===== config.mk =====
export PLATFORM = sky130hd
export DESIGN_NAME = serial_adder_ctrl
export DESIGN_NICKNAME = d
export VERILOG_FILES = /design/src/rtl/serial_adder_ctrl.sv
export SDC_FILE = /design/constraint.sdc
export NUM_CORES = 1
export LEC_CHECK = 0
export ABC_AREA = 0
export ABC_CLOCK_PERIOD_IN_PS = 2400
export CORE_ASPECT_RATIO = 1.25
export CORE_MARGIN = 2
export CORE_UTILIZATION = 60
export DETAILED_ROUTE_END_ITERATION = 7
export DONT_BUFFER_PORTS = 1
export PLACE_DENSITY = 0.72
export SYNTH_ARGS = -nofsm -noshare
export SYNTH_HDL_FRONTEND = slang
export SYNTH_HIERARCHICAL = 1
export SYNTH_SLANG_ARGS = --single-unit
export TNS_END_PERCENT = 20

===== constraint.sdc =====
create_clock -name clk -period 2.4 [get_ports clk]
set_input_delay 0.36 -clock clk [delete_from_list [all_inputs] [get_ports clk]]
set_output_delay 0.36 -clock clk [all_outputs]
set_load 0.02 [all_outputs]

===== src/rtl/serial_adder_ctrl.sv =====
// Bit-serial adder: one full_adder cell time-shared over WIDTH clocks, LSB first.
// Ports:
//   clk, rst_n      - rising-edge clock, async active-low reset
//   start           - request; accepted only in IDLE
//   a, b, cin       - operands, captured on the accepted start edge
//   busy            - high while bits are being processed
//   done            - one-cycle completion strobe
//   sum, cout       - registered result of the last completed add

// 1-bit full adder cell.
module full_adder (
  input  logic a,
  input  logic b,
  input  logic ci,
  output logic s,
  output logic co
);
  assign s  = a ^ b ^ ci;
  assign co = (a & b) | (ci & (a ^ b));
endmodule

module serial_adder_ctrl #(
  parameter int unsigned WIDTH = 8
) (
  input  logic             clk,
  input  logic             rst_n,
  input  logic             start,
  input  logic [WIDTH-1:0] a,
  input  logic [WIDTH-1:0] b,
  input  logic             cin,
  output logic             busy,
  output logic             done,
  output logic [WIDTH-1:0] sum,
  output logic             cout
);

  localparam int unsigned CW = (WIDTH > 1) ? $clog2(WIDTH) : 1;

  typedef enum logic [1:0] {IDLE, RUN, DONE} state_t;

  state_t           state_q, state_d;
  logic [WIDTH-1:0] a_sh_q, a_sh_d;
  logic [WIDTH-1:0] b_sh_q, b_sh_d;
  logic [WIDTH-1:0] sum_sh_q, sum_sh_d;
  logic             carry_q, carry_d;
  logic [CW-1:0]    cnt_q, cnt_d;
  logic             busy_d, done_d, cout_d;
  logic [WIDTH-1:0] sum_d;
  logic             fa_s, fa_co;

  // Single shared adder cell fed from the operand LSBs and the carry flop.
  full_adder u_fa (
    .a  (a_sh_q[0]),
    .b  (b_sh_q[0]),
    .ci (carry_q),
    .s  (fa_s),
    .co (fa_co)
  );

  // State and datapath registers.
  always_ff @(posedge clk or negedge rst_n) begin
    if (!rst_n) begin
      state_q  <= IDLE;
      a_sh_q   <= '0;
      b_sh_q   <= '0;
      sum_sh_q <= '0;
      carry_q  <= 1'b0;
      cnt_q    <= '0;
      busy     <= 1'b0;
      done     <= 1'b0;
      sum      <= '0;
      cout     <= 1'b0;
    end else begin
      state_q  <= state_d;
      a_sh_q   <= a_sh_d;
      b_sh_q   <= b_sh_d;
      sum_sh_q <= sum_sh_d;
      carry_q  <= carry_d;
      cnt_q    <= cnt_d;
      busy     <= busy_d;
      done     <= done_d;
      sum      <= sum_d;
      cout     <= cout_d;
    end
  end

  // Next-state and next-output logic.
  always_comb begin
    state_d  = state_q;
    a_sh_d   = a_sh_q;
    b_sh_d   = b_sh_q;
    sum_sh_d = sum_sh_q;
    carry_d  = carry_q;
    cnt_d    = cnt_q;
    busy_d   = busy;
    done_d   = 1'b0;
    sum_d    = sum;
    cout_d   = cout;

    case (state_q)
      IDLE: begin
        if (start) begin
          a_sh_d   = a;
          b_sh_d   = b;
          sum_sh_d = '0;
          carry_d  = cin;
          cnt_d    = '0;
          busy_d   = 1'b1;
          state_d  = RUN;
        end
      end
      RUN: begin
        a_sh_d   = a_sh_q >> 1;
        b_sh_d   = b_sh_q >> 1;
        // New sum bit enters at the MSB; after WIDTH shifts bit 0 lands at position 0.
        sum_sh_d = (sum_sh_q >> 1) | (WIDTH'(fa_s) << (WIDTH - 1));
        carry_d  = fa_co;
        cnt_d    = cnt_q + CW'(1);
        if (cnt_q == CW'(WIDTH - 1)) begin
          cnt_d   = '0;
          sum_d   = sum_sh_d;
          cout_d  = fa_co;
          busy_d  = 1'b0;
          done_d  = 1'b1;
          state_d = DONE;
        end
      end
      DONE: begin
        state_d = IDLE;
      end
      default: begin
        state_d = IDLE;
      end
    endcase
  end

endmodule


=== Word-level counts from Yosys, hierarchy flattened ===
Cells that the tools add are included.

* Register bits: 41
* Output and inout bits: 11

* Add/subtract/negate cells: 1
* Equal/unequal tests: 4
* Muxes and demuxes: 19
* Bitwise logic cells: 6
* Reduce and logical (&&, ||, !) cells: 6

{| class="wikitable"
|+ Operators by type and width
! operator !! count
|-
| 8-bit one-hot mux with 2 select lines || 3
|-
| 8-bit two-way mux || 3
|-
| 7-bit by 8-bit OR with 8-bit output || 1
|-
| 3-bit two-way mux || 2
|-
| 3-bit one-hot mux with 2 select lines || 1
|-
| 2-bit AND reduction || 3
|-
| 1-bit two-way mux || 5
|-
| 2-bit two-way mux || 2
|-
| 2-bit inequality test (second input constant) || 2
|-
| 1-bit one-hot mux with 2 select lines || 2
|-
| 2-bit one-hot mux with 2 select lines || 1
|-
| 3-bit by 1-bit adder with 3-bit output (second input constant) || 1
|-
| 3-bit equality test (second input constant) || 1
|-
| 3-bit AND reduction || 1
|-
| 1-bit AND || 2
|-
| 2-bit by 1-bit equality test with 1-bit output (second input constant) || 1
|-
| 2-bit logical NOT || 1
|-
| 2-bit nonzero test || 1
|-
| 1-bit XOR || 2
|-
| 1-bit OR || 1
|}

=== Longest topological paths before layout ===
Gate-level depths: netlist of run 1.

* Word-level depth: 4
* Gate-level depth with buffers: 6
* Mapped depth without buffers: 5

=== Modules after synthesis ===
Netlist of run 1, hierarchy kept.

{| class="wikitable"
|+ By module, submodules not included
! module !! times used !! cells each !! area each (um2) !! sequential area each (um2)
|-
| serial_adder_ctrl || 1 || 154 || 1784.2 || 1001.0
|-
| full_adder || 1 || 1 || 20.0 || 0.0
|}

=== Worst setup path after synthesis of run 1 ===
OpenSTA, ideal clock, no wires.

* Path type: register to register
* Start point: register cnt_q[0]
* End point: register sum[0]
* Setup time: 125 ps
* Arrival: 1273 ps
* Setup slack: 1002 ps
* Stages on the path, launching flop included: 6
* Path buffers: 0
* Cell sequence: dfrtp_1 ha_1 ha_1 nand2_8 inv_4 mux2_4

* Cells in the longest elaborated chain, start to end: 2

{| class="wikitable"
|+ RTL lines
! what !! RTL line !! source
|-
| from (decl) || 46 || <nowiki>logic [CW-1:0] cnt_q, cnt_d;</nowiki>
|-
| from (signal assigned) || 79 || <nowiki>cnt_q <= cnt_d;</nowiki>
|-
| 3-bit equality test || 119 || <nowiki>if (cnt_q == CW'(WIDTH - 1)) begin</nowiki>
|-
| 2-bit AND reduction (no line) || - ||
|-
| to (signal assigned) || 82 || <nowiki>sum <= sum_d;</nowiki>
|-
| to (decl) || 33 || <nowiki>output logic [WIDTH-1:0] sum,</nowiki>
|}

No other way between the ends.
A chain may end at the register's enable or synchronous reset.

=== Worst setup path in the final report of run 1 ===
* Start point: register state_q[1]
* End point: register b_sh_q[6]

* Cells in the longest elaborated chain, start to end: 3
* Elaborated cells on any way between the ends: 6

{| class="wikitable"
|+ RTL lines
! what !! RTL line !! source
|-
| from (decl) || 41 || <nowiki>state_t state_q, state_d;</nowiki>
|-
| from (signal assigned) || 74 || <nowiki>state_q <= state_d;</nowiki>
|-
| 2-bit by 1-bit equality test with 1-bit output / 2-bit logical NOT (equally long branches) || 100 || <nowiki>case (state_q)</nowiki>
|-
| 2-bit nonzero test (no line) / 2-bit inequality test (equally long branches) || - ||
|-
| 2-bit AND reduction (no line) || - ||
|-
| to (signal assigned) || 76 || <nowiki>b_sh_q <= b_sh_d;</nowiki>
|-
| to (decl) || 43 || <nowiki>logic [WIDTH-1:0] b_sh_q, b_sh_d;</nowiki>
|}

Several ways; a longest one is shown, not always the timed one.

==> results of run 1 <==
## sequential cells by signal, summed over array words and instances, names as in the netlist
| name | cells |
|---|---|
| sum_sh_q | 7 |
| cout | 1 |
| done | 1 |
| sum | 8 |
| cnt_q | 3 |
| a_sh_q | 8 |
| b_sh_q | 8 |
| state_q | 2 |
| carry_q | 1 |
| busy | 1 |
## per-stage QoR
step	setup WS [ns]	instance area, µm²	std cells	power (mW)
after floorplan	1.00	1800	155	2.16
after global placement	0.934	1780	180	2.23
after detailed placement	0.904	1780	180	2.29
after CTS	0.871	1860	189	2.63
after global routing	0.708	1860	189	2.83
final	0.890	1860	189	2.60
## where the power goes
part | switching [mW] | leakage [nW] | total [mW] | internal [mW]
logic | 0.502 | 0.300 | 0.984 | 0.482
registers | 0.325 | 0.490 | 1.30 | 0.979
clock network | 0.206 | 0.0281 | 0.314 | 0.108
total | 1.03 | 0.818 | 2.60 | 1.57
## synth_stat cells
library cell / count
a22o_1: 9
buf_1: 1
buf_2: 3
buf_4: 3
buf_6: 2
clkbuf_1: 3
dfrtp_1: 40
fa_1: 1
ha_1: 2
inv_1: 3
inv_4: 1
mux2_4: 9
mux2i_1: 1
nand2_1: 3
nand2_8: 1
nand2b_1: 2
nor2_1: 6
nor2b_1: 1
nor2b_4: 1
nor3_1: 36
o21ai_0: 6
o21bai_2: 1
o22ai_1: 15
o31ai_1: 1
o32ai_1: 3
or2_2: 1
## worst max-delay path by stage
stage                    start        end  depth (start not counted)
floorplan             cnt_q[0]     sum[0]                          5
global placement      cnt_q[0]     sum[0]                          5
detailed placement  state_q[1]  a_sh_q[5]                          3
CTS                 state_q[1]  b_sh_q[6]                          3
global route        state_q[1]  a_sh_q[2]                          3
finish              state_q[1]  b_sh_q[6]                          3
## routing by layer
layer / wire, µm / GRT usage, % / vias to the layer above
li1: - / - / 572
met1: 1410 / 27.6 / 573
met2: 1610 / 34.4 / 24
met3: 137 / 7.95 / 5
met4: 54 / 7.69 / 0
met5: 0 / 0 / -
## cell usage in the layout (no fill, tap or decap), types with 2 or more instances in the layout
cell type | netlist | final
clkbuf_4 | 0 | 5
a22o_1 | 9 | 9
inv_1 | 3 | 3
nor3_1 | 36 | 36
ha_1 | 2 | 2
o32ai_1 | 3 | 3
o22ai_1 | 15 | 15
nor2_1 | 6 | 6
mux2_4 | 9 | 9
nand2b_1 | 2 | 2
o21ai_0 | 6 | 6
dfrtp_1 | 40 | 40
nand2_1 | 3 | 3
## cells by family after synthesis
kind of cell / synth area share (%)
buf+inv: 5.13
mux: 8.04
fa+ha+maj: 2.50
simple gates: 15.1
flops: 55.5
compound gates: 13.7
## layout make-up
class                           count  area share [%]
Sequential cell                    40            53.9
Multi-Input combinational cell     99            38.2
Tap cell                           36            2.42
Clock buffer                        6            2.22
Timing Repair Buffer                3            2.02
Inverter                            4           0.943
Clock inverter                      1           0.269
==> run metrics, run 1 <==
n_diodes=0; Clock Skews=0.00705 ns; GP Congestion=0.718; CP startpoint kind=register; RSZ-0062 raised after global routing=false; proportion of layout cells with a drive suffix above 1=14.4%; Post-Syn Area=1800 µm²; LEAKAGE=0.818 nW; DRC Markers=0; synthesized instance count=155; PostCTS Resize Cnt=0; Initial Util=62.4%; CTS tree=yes; clk root buf=clkbuf_4; Setup CP Type=reg2reg; Num CTS Buffers=5; Synth Warn #=6; Synth top area share=55.5%; area grow syn2layout=2.98%; Final period util=62.9%; IO buf count=0; hold path depth=2; worst path bufs/invs=0; Placeable Area=2890 µm²; CP Max Fanout=16; CTS Hold Buffers Added=2; antenna violations before repair=0; worst hold path class=in2reg; crit-path leading delay family=simple AND/OR/NAND/NOR gates; R2R cell count=3; Yosys reg bits=40; first-pass GRT wire length=5490 µm; Die ar.=3460 µm²; first-pass iteration count of the detailed router=4; Max Root-Sink Buffers=2; pin count of the biggest net entering global routing=41; setup bufs post-CTS=0; RR Startpoint=state_q[1]; Worst Path Arrival=1.77 ns; clk slew on worst S/H paths=0.11 ns; Worst EP required=2.66 ns; Finished Core Util=64.3%; status=completed; vias per cell=6.21; CP cell instances=nand2b_1, o22ai_1, nor3_1; CTS HTree Levels=2; setup tns final=0 ns; Period minus WS final=1.51 ns; Overall Global Routing Usage=21.8%; antenna viol nets, final=0; Area contributors post-synth=dfrtp_1, nor3_1, mux2_4; Syn Area/Cell=11.6 µm²; number of fill cells in the layout=233; clk_lat worst skew=0.34 ns; FF+latch area=1000 µm²; Hold EP=b_sh_q[7]; maxcap violations=0; area leader, netlist=dfrtp_1; Max-slew headroom=60.8%; Final Setup Violations=0; peak supply drop=792 µV; Multi-input gate area=711 µm²; RR Endpoint=b_sh_q[6]; I/O pin cnt=31; Pwr Density=1400 nW/µm²; crit path max-delay cell type=dfrtp_1; hold path startpoint=b[7]; DRT iter0 DRCs=26; Clock Sinks=40; Die Y=65.3 µm; nets=176; DRT Wirelength=3210 µm; Crit path largest cell delay=0.53 ns; gr ovfl total=0; WL/cell=17.0 µm; Worst Tran Pin Value=0.589 ns; vias=1,174; Netlist cell types=26; Final Hold Viols=0; vias in the first global route=1,177; sequential fraction of the synthesis area=55.5%; cell row count=22; Slew Viols, Final=0; hpwl dp=2140 µm; Hold Slack=0.141 ns; flop2flop setup slack=0.89 ns; chip width=53.0 µm; Max Clk Rate=662 MHz; Syn Nets=178; crit path capture type=register
Note: power is estimated with default switching activity, not from simulation.
==> run 2, diff against run 1 <==
--- a/config.mk
+++ b/config.mk
@@ -6,7 +6,7 @@
 export NUM_CORES = 1
 export LEC_CHECK = 0
 export ABC_AREA = 0
-export ABC_CLOCK_PERIOD_IN_PS = 2400
+export ABC_CLOCK_PERIOD_IN_PS = 1500
 export CORE_ASPECT_RATIO = 1.25
 export CORE_MARGIN = 2
 export CORE_UTILIZATION = 60
==> constraint.sdc (replaced) <==
create_clock -name clk -period 1.5 [get_ports clk]
set_input_delay 0.225 -clock clk [delete_from_list [all_inputs] [get_ports clk]]
set_output_delay 0.225 -clock clk [all_outputs]
set_load 0.02 [all_outputs]
==> run metrics, run 2 (same netlist as run 1, synthesis figures left out) <==
I/O pin cnt=31 (unchanged); Flop pwr share=49.7% (-0.4 points); RR Endpoint=sum[0]; Final Hold Viols=0 (unchanged); cell row count=22 (unchanged); Largest regs=a_sh_q (8), b_sh_q (8), sum (8); Slew Viols, Final=0 (unchanged); Pwr Density=2220 nW/µm² (+58%); cell area after layout=1910 µm² (+2.9%); worst hold path class=in2reg; hpwl dp=2200 µm (+2.9%); Worst Setup EP=sum[0]; nets=182 (+3.4%); Worst EP required=1.73 ns (-0.93 ns); Worst Tran Pin Value=0.408 ns (-0.181 ns); RSZ-0062 raised after global routing=false; Final Setup Violations=0 (unchanged); GP Congestion=0.709 (-1.3%); maxcap violations=0 (unchanged); vias in the first global route=1,239 (+5.3%); most frequent cells in the layout=dfrtp_1, nor3_1, o22ai_1; clk slew on worst S/H paths=0.10 ns (about the same); DRT Wirelength=3190 µm (-0.75%); number of fill cells in the layout=220 (-5.6%); CTS tree=yes; LEAKAGE=0.844 nW (+3.2%); first-pass GRT wire length=5660 µm (+3.2%); area grow syn2layout=5.96%; antenna viol nets, final=0 (unchanged); commonest non-fill, non-tap cell in the layout=dfrtp_1; RR Startpoint=cnt_q[0]; setup tns final=0 ns (unchanged); vias per cell=6.25 (+0.60%); peak supply drop=1260 µV (+60%); Period minus WS final=1.41 ns (-0.100 ns); CP Max Fanout=9 (-7); CP startpoint kind=register; Net Sw Frac=38.9% (-0.74 points); Post-Place Cell Area=1840 µm² (+3.2%); Placeable Area=2890 µm² (unchanged); gr ovfl total=0 (unchanged); Max Clk Rate=709 MHz (+7.1%); Overall Global Routing Usage=22.4% (+0.58 points); Num CTS Buffers=5 (unchanged); Setup CP Type=reg2reg; WL/cell=16.5 µm (-2.8%); Clock Skews=0.00554 ns (-0.00150 ns); Clock Sinks=40 (unchanged); R2R cell count=5 (+2); clk root buf=clkbuf_4; chip width=53.0 µm (unchanged); Int Pwr=2.59 mW (+65%); setup bufs post-CTS=0 (unchanged); DRT iter0 DRCs=17 (-35%); DRC Markers=0 (unchanged); Max-slew headroom=72.8% (+12 points); Die Y=65.3 µm (unchanged); status=completed; clk_lat worst skew=0.33 ns (about the same); Initial Util=62.4% (unchanged); first-pass iteration count of the detailed router=4 (unchanged); Max Root-Sink Buffers=2 (unchanged); CTS HTree Levels=2 (unchanged); n_diodes=0 (unchanged); Worst Setup SP=cnt_q[0]; IO buf count=0 (unchanged); antenna violations before repair=0 (unchanged); vias=1,206 (+2.7%); proportion of layout cells with a drive suffix above 1=18.5% (+4.1 points); Die ar.=3460 µm² (unchanged); Clk network pwr share=10.7% (-1.4 points); fraction of power consumed by combinational cells=39.6% (+1.8 points); Final period util=94.0% (+31 points); flop2flop setup slack=0.09 ns (-0.80 ns); Worst Path Arrival=1.64 ns (-0.13 ns); pin count of the biggest net entering global routing=41 (unchanged); crit path capture type=register; sw power=1.65 mW (+60%)
[run 2: layout make-up]
cell class	instances	area [µm²]	share of cell area, %
Clock buffer	5	37.5	1.96
Inverter	4	17.5	0.916
Multi-Input combinational cell	99	716	37.4
Sequential cell	40	1000	52.4
Tap cell	36	45.0	2.36
Timing Repair Buffer	9	95.1	4.97
[run 2: power groups by stage]
stage | Clock, mW | Combinational (mW) | Sequential [mW]
after global routing | 0.536 | 1.90 | 2.18
after global placement | 0 | 1.58 | 2.10
after detailed placement | 0 | 1.64 | 2.13
after floorplan | 0 | 1.45 | 2.00
after CTS | 0.477 | 1.68 | 2.11
final | 0.454 | 1.68 | 2.11
[run 2: how the worst min path moves through the flow]
| stage | cells after the start | startpoint | endpoint |
|---|---|---|---|
| after detailed placement | 0 | rst_n | sum[0] |
| after floorplan | 0 | rst_n | a_sh_q[0] |
| after global routing | 2 | a[7] | a_sh_q[7] |
| final | 2 | b[7] | b_sh_q[7] |
| after CTS | 2 | b[7] | b_sh_q[7] |
| after global placement | 0 | rst_n | sum[0] |
[run 2: worst max-delay path, stage by stage (launching register included)]
cell	delay (ns)
dfrtp_1	0.42
ha_1	0.21
ha_2	0.22
nand2_8	0.12
inv_4	0.05
mux2_4	0.29
[run 2: metrics by stage]
step	utilization [%]	total power, mW	setup WS [ns]	cells	hold slack (ns)
after CTS	66.0	4.26	0.00947	193	0.00800
after detailed placement	63.6	3.77	0.0278	186	-0.0698
after global placement	63.6	3.68	0.0688	186	-0.0698
final	66.1	4.24	0.0905	193	0.0205
after floorplan	-	3.45	0.102	155	-0.0706
after global routing	66.1	4.61	0.0164	193	0.00474
[run 2: per-layer routing]
metal / track usage, % / vias to the layer above / part of all wire (%)
met5: 0 / - / 0
met4: 7.37 / 0 / 1.6
met3: 7.73 / 5 / 5.2
met2: 36.3 / 32 / 50
met1: 27.8 / 588 / 43
li1: - / 581 / -
[run 2: repair_timing]
action / CTS / global route
hold endpoints to repair: 40 / 0
resized for setup: 0 / 2
hold buffers: 2 / 0
setup endpoints to repair: 0 / 19
